===== src/rtl/adder_arbiter.sv =====
// Round-robin arbiter sharing one N-bit ripple adder among NREQ requesters, with a single registered response slot.
// Define ADDER_ARB_FIXED_PRIO_EN to replace round-robin with fixed lowest-index-wins priority.

module adder_arbiter_rca #(
  parameter int N = 4
) (
  input  logic [N-1:0] a_i,
  input  logic [N-1:0] b_i,
  output logic [N-1:0] sum_o,
  output logic         carry_o
);
  logic [N:0] c;

  assign c[0] = 1'b0;

  for (genvar i = 0; i < N; i++) begin : g_fa
    assign sum_o[i]  = a_i[i] ^ b_i[i] ^ c[i];
    assign c[i+1]    = (a_i[i] & b_i[i]) | (c[i] & (a_i[i] ^ b_i[i]));
  end

  assign carry_o = c[N];
endmodule

module adder_arbiter #(
  parameter  int N    = 4,
  parameter  int NREQ = 4,
  localparam int IDW  = $clog2(NREQ)
) (
  input  logic            clk_i,
  input  logic            rst_i,
  input  logic [NREQ-1:0]   req_valid_i,
  output logic [NREQ-1:0]   req_ready_o,
  input  logic [NREQ*N-1:0] req_a_i,
  input  logic [NREQ*N-1:0] req_b_i,
  output logic            rsp_valid_o,
  input  logic            rsp_ready_i,
  output logic [IDW-1:0]  rsp_id_o,
  output logic [N-1:0]    rsp_sum_o,
  output logic            rsp_carry_o
);
  typedef enum logic {S_EMPTY, S_FULL} state_t;

  state_t         state_q, state_d;
  logic           can_accept, any_valid, accept;
  logic [IDW-1:0] winner;
  logic [N-1:0]   a_sel, b_sel, sum;
  logic           carry;
  logic [IDW-1:0] rsp_id_q;
  logic [N-1:0]   rsp_sum_q;
  logic           rsp_carry_q;

`ifdef ADDER_ARB_FIXED_PRIO_EN
  // Descending scan so the lowest-index valid requester is the last (winning) assignment.
  always_comb begin
    winner    = '0;
    any_valid = 1'b0;
    for (int k = NREQ - 1; k >= 0; k--) begin
      if (req_valid_i[IDW'(k)]) begin
        any_valid = 1'b1;
        winner    = IDW'(k);
      end
    end
  end
`else
  logic [IDW-1:0] last_grant_q;
  logic [IDW-1:0] cand;
  int             rr_idx;

  // NOTE: every signal written in always_comb gets a default first, so no path can infer a latch.
  always_comb begin
    winner    = '0;
    any_valid = 1'b0;
    rr_idx    = 0;
    cand      = '0;
    for (int i = 1; i <= NREQ; i++) begin
      rr_idx = int'(last_grant_q) + i;
      if (rr_idx >= NREQ) rr_idx = rr_idx - NREQ;
      cand = IDW'(rr_idx);
      if (!any_valid && req_valid_i[cand]) begin
        any_valid = 1'b1;
        winner    = cand;
      end
    end
  end
`endif

  assign can_accept  = (state_q == S_EMPTY) || rsp_ready_i;
  assign accept      = !rst_i && can_accept && any_valid;
  assign req_ready_o = accept ? (NREQ'(1) << winner) : '0;

  always_comb begin
    a_sel = '0;
    b_sel = '0;
    for (int k = 0; k < NREQ; k++) begin
      if (winner == IDW'(k)) begin
        a_sel = req_a_i[k*N +: N];
        b_sel = req_b_i[k*N +: N];
      end
    end
  end

  adder_arbiter_rca #(.N(N)) u_adder (
    .a_i     (a_sel),
    .b_i     (b_sel),
    .sum_o   (sum),
    .carry_o (carry)
  );

  // A drain with a simultaneous accept keeps the slot full with the new result.
  always_comb begin
    state_d = state_q;
    case (state_q)
      S_EMPTY: if (accept) state_d = S_FULL;
      S_FULL:  if (!accept && rsp_ready_i) state_d = S_EMPTY;
      default: state_d = S_EMPTY;
    endcase
  end

  // NOTE: sequential state uses non-blocking assignments so all registers update from pre-edge values.
  always_ff @(posedge clk_i) begin
    if (rst_i) begin
      state_q      <= S_EMPTY;
      rsp_id_q     <= '0;
      rsp_sum_q    <= '0;
      rsp_carry_q  <= 1'b0;
`ifndef ADDER_ARB_FIXED_PRIO_EN
      last_grant_q <= IDW'(NREQ - 1);
`endif
    end else begin
      state_q <= state_d;
      if (accept) begin
        rsp_id_q     <= winner;
        rsp_sum_q    <= sum;
        rsp_carry_q  <= carry;
`ifndef ADDER_ARB_FIXED_PRIO_EN
        last_grant_q <= winner;
`endif
      end
    end
  end

  assign rsp_valid_o = (state_q == S_FULL);
  assign rsp_id_o    = rsp_id_q;
  assign rsp_sum_o   = rsp_sum_q;
  assign rsp_carry_o = rsp_carry_q;
endmodule


===== config.mk =====
export PLATFORM = sky130hd
export DESIGN_NAME = adder_arbiter
export DESIGN_NICKNAME = d
export VERILOG_FILES = /design/src/rtl/adder_arbiter.sv
export SDC_FILE = /design/constraint.sdc
export NUM_CORES = 1
export LEC_CHECK = 0
export CAP_MARGIN = 40
export CORE_ASPECT_RATIO = 0.7
export CORE_MARGIN = 2
export CORE_UTILIZATION = 37
export DETAILED_ROUTE_END_ITERATION = 7
export PLACE_DENSITY = 0.79
export REMOVE_ABC_BUFFERS = 1
export SYNTH_ARGS = -nofsm -noshare
export SYNTH_HDL_FRONTEND = slang
export SYNTH_HIERARCHICAL = 1
export SYNTH_SLANG_ARGS = --single-unit

===== constraint.sdc =====
create_clock -name clk_i -period 3.9 [get_ports clk_i]
set_clock_uncertainty 0.1 [all_clocks]
set_input_delay 0.78 -clock clk_i [delete_from_list [all_inputs] [get_ports clk_i]]
set_output_delay 0.78 -clock clk_i [all_outputs]
set_load 0.05 [all_outputs]

==> flow_summary.json, run 1 <==
{
  "clkPwrFrac_pct": 15.6,
  "max_cap_viol_count": 0,
  "fin_crit_sh_pct": 94.6,
  "drtAntennaViolNets": 0,
  "clockBufferDepth": 2,
  "r2r_start": "last_grant_q[0]$_SDFFE_PP1P_",
  "grt_max_degree": 15,
  "synth_edf_count": 0,
  "final_area_mm2": 0.00149,
  "synth_top_area_cell": "mux2i_1",
  "crit_path_end_kind": "flip-flop",
  "vias": 889,
  "yosys.area_share.simple_pct": 18.4,
  "p_sw_uw": 249,
  "wl_per_cell_um": 11.6,
  "ys_ff_latch": 10,
  "pwr-share-seq_pct": 24.2,
  "yosysWarnings": 6,
  "required_ns": 3.93,
  "cts_tree": "built",
  "hold_viol": 0,
  "cts_inserted_buffers": 3,
  "critPathArrivalTime_ns": 3.72,
  "place_hpwl_um": 1840,
  "post_cts_buffers": 0,
  "synthCells": 100,
  "initial_core_util_pct": 39.5,
  "layout-drive-gt1-share_pct": 12.3,
  "worstHoldPathType": "reg2reg",
  "firstDrtPassIters": 4,
  "synth_cell_types": 26,
  "synthesis.area_um2": 858,
  "fp.coreArea_mm2": 0.00217,
  "stdcell_count": 187,
  "holdBufCountCts": 0,
  "synthMuxAreaShare_pct": 28.0,
  "seq_area_frac_synth_pct": 23.3,
  "synthAdderAreaFrac_pct": 8.45,
  "dpl.cell_count": 183,
  "diodes": 0,
  "cts_resized": 0,
  "grt_overflow": 0,
  "reg2reg_setup_slack_ns": 0.82,
  "swShare_pct": 41.7,
  "min_period_ns": 3.69,
  "die_w_um": 61.6,
  "synthArstFlopShare_pct": 0,
  "synthXorXnorAreaFrac_pct": 0,
  "finalWorstSetupSlack_ns": 0.211,
  "worst_pin_slew_ns": 0.701,
  "criticalPathCategory": "in2reg",
  "ios": 51,
  "io_buffer_count": 50,
  "cts_max_level": 1,
  "die_h_um": 44.3,
  "grtUsageTotal_pct": 17.5,
  "synth_compound_area_share_pct": 12.8,
  "synth_area_leaders": "mux2i_1, dfxtp_1, nand2b_1, fa_1, inv_1",
  "rsz0062_at_grt": "false",
  "syn_avg_cell_area_um2": 8.58,
  "area_growth_pct": 73.8,
  "antenna_found_initial": 0,
  "nets": 199,
  "synth.most_common_cell": "mux2i_1",
  "grt_pass1_wl_um": 3610,
  "dp_worst_setup_slack_ns": -0.108,
  "worstSkewPairLatency_ns": 0.26,
  "crit_start": "req_valid_i[1]",
  "die_area_mm2": 0.00273,
  "clock.fmax_ghz": 0.271,
  "slew_violations": 0,
  "power.total_uw": 596,
  "drc": 0,
  "gp_congestion": 0.747,
  "synth_flop_cell": "dfxtp_1",
  "clk_pin_slew_ns": 0.07,
  "p_int_uw": 348,
  "yosys-top-cells-count": "mux2i_1, inv_1, nand2b_1",
  "cts-root-buf": "clkbuf_4",
  "p_per_area_mw_per_mm2": 400,
  "peakVddDrop_uv": 192,
  "num_rows": 14,
  "drtIter0Drc": 21,
  "status": "complete, no violations",
  "critPathMaxFanout": 6,
  "first_global_vias": 918,
  "drt-total-wl_um": 2170,
  "leakagePower_uw": 0.000651,
  "power_frac_comb_pct": 60.3,
  "cts_sinks": 10,
  "max_slew_margin_pct": 53.1,
  "routed_via_density": 4.75,
  "synth_top_family_by_area": "multiplexers",
  "start_kind": "input pin",
  "min_from": "rsp_sum_o[0]$_SDFFE_PP0P_",
  "setup_viol": 0,
  "synth_top_area_share_pct": 28.0,
  "postPlaceCellArea_mm2": 0.00146
}
## metal layers
| metal | global-route usage (%) | vias to the layer above | wire, um |
|---|---|---|---|
| li1 | - | 450 | - |
| met1 | 20.8 | 394 | 973 |
| met2 | 29.7 | 38 | 979 |
| met3 | 3.51 | 7 | 167 |
| met4 | 9.36 | 0 | 50 |
| met5 | 0 | - | 0 |
## cells by family (layout without fill, tap and decap cells)
logic type,Yosys count,in the layout
AND/OR/NAND/NOR,29,29
multiplexers,24,24
buffers and inverters,17,72
AO/OA/AOI/OAI,16,16
flip-flops,10,10
adder cells (fa/ha/maj),4,4
## flip-flops by register name, summed over array words and instances, names as in the netlist
signal	count
last_grant_q	2
rsp_carry_o	1
rsp_valid_o	1
rsp_id_o	2
rsp_sum_o	4
## through the flow
stage | TNS (ns) | util (%) | hold slack (ns)
2_1_floorplan | -0.207 | - | 0.427
3_3_place_gp | 0 | 67.0 | 0.353
3_5_place_dp | -0.108 | 67.0 | 0.363
4_1_cts | 0 | 68.7 | 0.375
5_1_grt | 0 | 68.7 | 0.398
6_report | 0 | 68.7 | 0.374
## worst paths after layout
kind / cells after the start / endpoint
worst max register to register: 15 / rsp_sum_o[3]$_SDFFE_PP0P_
worst min register to register: 2 / rsp_sum_o[0]$_SDFFE_PP0P_
worst min-delay path: 2 / rsp_sum_o[0]$_SDFFE_PP0P_
worst max-delay path: 15 / rsp_sum_o[3]$_SDFFE_PP0P_
## cell usage in the layout (no fill, tap or decap), drive strengths merged
master         Yosys  routed
nor2               5       5
nor3b              2       2
ha                 1       1
buf                5      11
mux2i             24      24
and3               1       1
or2                1       1
dfxtp             10      10
o21a               1       1
nand2b            11      11
nand2              6       6
clkdlybuf4s50      0      46
o21ai              6       6
a211oi             2       2
nor3               1       1
fa                 3       3
inv               11      11
and3b              1       1
o31a               1       1
clkbuf             1       4
nor4               1       1
a21oi              4       4
a221oi             2       2
## power groups by stage
stage	combinational (uW)	clock, uW	sequential, uW
after floorplan	150	0	217
after global placement	353	0	145
after detailed placement	364	0	145
after CTS	364	95.7	144
after global routing	392	101	147
final	359	92.8	144
## layout make-up
cell class | instances | area (um2)
fillers | 190 | 681
multi-input cells | 73 | 593
repair buffers | 57 | 581
flip-flops and latches | 10 | 200
inverters | 11 | 41.3
well taps | 32 | 40.0
clock buffers | 4 | 36.3
## critical path, cell delays in order
cell             delay, ns
clkdlybuf4s50_1       0.49
o21a_1                0.23
a211oi_4              0.40
buf_4                 0.22
mux2i_1               0.07
mux2i_1               0.13
inv_1                 0.08
fa_1                  0.41
inv_1                 0.07
fa_1                  0.15
inv_1                 0.05
fa_1                  0.48
inv_1                 0.04
nand2_1               0.04
o21ai_1               0.06
Note: power is estimated with default switching activity, not from simulation.
==> inputs of run 2 (changes only) <==
CORE_ASPECT_RATIO = 1.2   (was 0.7)
==> run 2 against run 1 <==
Critical path depth increased by 1; sequential cell count did not move; design area rose by 1.1%; sequential share of layout area down 0.14 points; via count up 1.0%; non-clock buffer count decreased by 1; cell count is 1.1% lower; first-iteration DRC count down 67%; total power rose by 0.67%; worst setup slack better by 0.054 ns; maximum frequency is 1.5% higher; critical path type unchanged; largest cell class is now non-clock buffers; highest routed layer unchanged.
==> flow_summary.json, run 2 (synthesis gave the netlist of run 1 again) <==
{
  "status": "complete, no violations",
  "worst_pin_slew_ns": 0.537,
  "holdBufCountCts": 0,
  "cts_sinks": 10,
  "worstHoldPathType": "reg2reg",
  "crit_top_cell": "inv_1",
  "gp_congestion": 0.879,
  "cts-root-buf": "clkbuf_4",
  "clock.fmax_ghz": 0.275,
  "p_per_area_mw_per_mm2": 398,
  "peakVddDrop_uv": 226,
  "slew_violations": 0,
  "drtIter0Drc": 7,
  "first_global_vias": 873,
  "drt-total-wl_um": 2130,
  "grt_max_degree": 15,
  "firstDrtPassIters": 4,
  "dpl.cell_count": 181,
  "required_ns": 3.96,
  "largest_reg_flops": 4,
  "n_fill_cell": 181,
  "final_common_cell": "clkdlybuf4s50_1",
  "rsz0062_at_grt": "false",
  "cp_slowest_cell": "clkdlybuf4s50_1",
  "reg2regPathDepth": 15,
  "hold_viol": 0,
  "drtAntennaViolNets": 0,
  "p_int_uw": 353,
  "reg2reg_setup_slack_ns": 0.85,
  "whs_path_depth": 2,
  "cts_tree": "built",
  "worstSkewPairLatency_ns": 0.26,
  "clockBufferDepth": 2,
  "final_cell_mix": "clkdlybuf4s50_1, mux2i_1, inv_1, nand2b_1, dfxtp_1",
  "min_from": "rsp_sum_o[1]$_SDFFE_PP0P_",
  "setup_viol": 0,
  "crit_family": "adder cells",
  "antenna_found_initial": 0,
  "diodes": 0,
  "cpPeakStageDelay_ns": 0.56,
  "min_period_ns": 3.63,
  "num_rows": 19,
  "max_slew_margin_pct": 64.2,
  "critPathArrivalTime_ns": 3.69,
  "grtUsageTotal_pct": 17.4,
  "critPathMaxFanout": 9,
  "die_area_mm2": 0.00272,
  "wl_per_cell_um": 11.5,
  "stdcell_count": 185,
  "grt_pass1_wl_um": 3530,
  "cts_max_level": 1,
  "swShare_pct": 41.2,
  "cts_resized": 0,
  "place_hpwl_um": 1880,
  "fin_crit_sh_pct": 93.2,
  "io_buffer_count": 50,
  "criticalPathCategory": "in2reg",
  "r2r_start": "last_grant_q[0]$_SDFFE_PP1P_",
  "routed_via_density": 4.85,
  "clk_pin_slew_ns": 0.07,
  "ios": 51,
  "pwr-share-seq_pct": 23.8,
  "initial_core_util_pct": 38.4,
  "vias": 898,
  "die_h_um": 56.8,
  "finalSetupTns_ns": 0,
  "p_sw_uw": 247,
  "fp.coreArea_mm2": 0.00223,
  "drc": 0,
  "layout-drive-gt1-share_pct": 11.7,
  "post_cts_buffers": 0,
  "nets": 198,
  "leakagePower_uw": 0.000653,
  "clkPwrFrac_pct": 15.6,
  "crit_path_end_kind": "flip-flop",
  "start_kind": "input pin",
  "cts_inserted_buffers": 3,
  "hold_end": "rsp_sum_o[1]$_SDFFE_PP0P_",
  "grt_overflow": 0,
  "power_frac_comb_pct": 60.6,
  "max_cap_viol_count": 0,
  "path_buf_inv": 6,
  "die_w_um": 48.0,
  "cp_cell_sequence": "clkdlybuf4s50_1 > nor3b_1 > a211oi_4 > buf_12 > mux2i_1 > mux2i_1 > ha_1 > inv_1 > fa_1 > inv_1 > fa_1 > inv_1 > fa_1 > inv_1 > nand2_1 > o21ai_1",
  "power.total_uw": 600,
  "r2r_end": "rsp_sum_o[3]$_SDFFE_PP0P_",
  "area_growth_pct": 75.7
}
run 2: cell types whose count changed in the layout (fill, tap and decap cells not counted), sizes merged:
cell  change
buf       -1
run 2: per-stage QoR:
stage / utilization (%) / setup WS, ns / hold WS (ns) / cell area [um2]
after CTS: 67.5 / 0.264 / 0.366 / 1510
after global routing: 67.5 / 0.0966 / 0.387 / 1510
final: 67.5 / 0.265 / 0.361 / 1510
after detailed placement: 65.8 / -0.00399 / 0.352 / 1470
after global placement: 65.5 / 0.0226 / 0.352 / 1460
after floorplan: - / -0.184 / 0.427 / 822
run 2: area by class of cell:
| type | instances | area [um2] | area share [%] |
|---|---|---|---|
| Timing Repair Buffer | 56 | 598 | 39.7 |
| Multi-Input combinational cell | 73 | 593 | 39.3 |
| Sequential cell | 10 | 200 | 13.3 |
| Inverter | 11 | 41.3 | 2.74 |
| Tap cell | 31 | 38.8 | 2.57 |
| Clock buffer | 4 | 36.3 | 2.41 |
run 2: worst max-delay path by stage:
stage | from | end | slack (ns) | depth (start not counted)
floorplan | req_valid_i[0] | rsp_sum_o[3]$_SDFFE_PP0P_ | -0.18 | 14
CTS | req_valid_i[1] | rsp_sum_o[3]$_SDFFE_PP0P_ | 0.26 | 16
global placement | req_valid_i[3] | rsp_sum_o[3]$_SDFFE_PP0P_ | 0.02 | 16
global route | req_valid_i[3] | rsp_sum_o[3]$_SDFFE_PP0P_ | 0.1 | 16
finish | req_valid_i[1] | rsp_sum_o[3]$_SDFFE_PP0P_ | 0.27 | 16
detailed placement | req_valid_i[1] | rsp_sum_o[3]$_SDFFE_PP0P_ | -0.004 | 16
run 2: worst min-delay path, delay by kind of cell (launching register included):
family          cells  cell delay (ns)
flops               1             0.31
simple gates        1             0.06
compound gates      1             0.05
run 2: per-layer routing:
layer	track usage (%)	up-vias	share of wire (%)
li1	-	449	-
met3	2.57	6	6.1
met5	0	-	0
met4	6.56	0	2.5
met2	31.0	42	53
met1	19.3	401	38
run 2: power by group through the flow:
stage / clock, uW / combinational, uW / sequential (uW)
floorplan: 0 / 150 / 217
global placement: 0 / 358 / 145
detailed placement: 0 / 367 / 145
CTS: 95.7 / 368 / 143
global route: 101 / 398 / 146
finish: 93.6 / 363 / 143
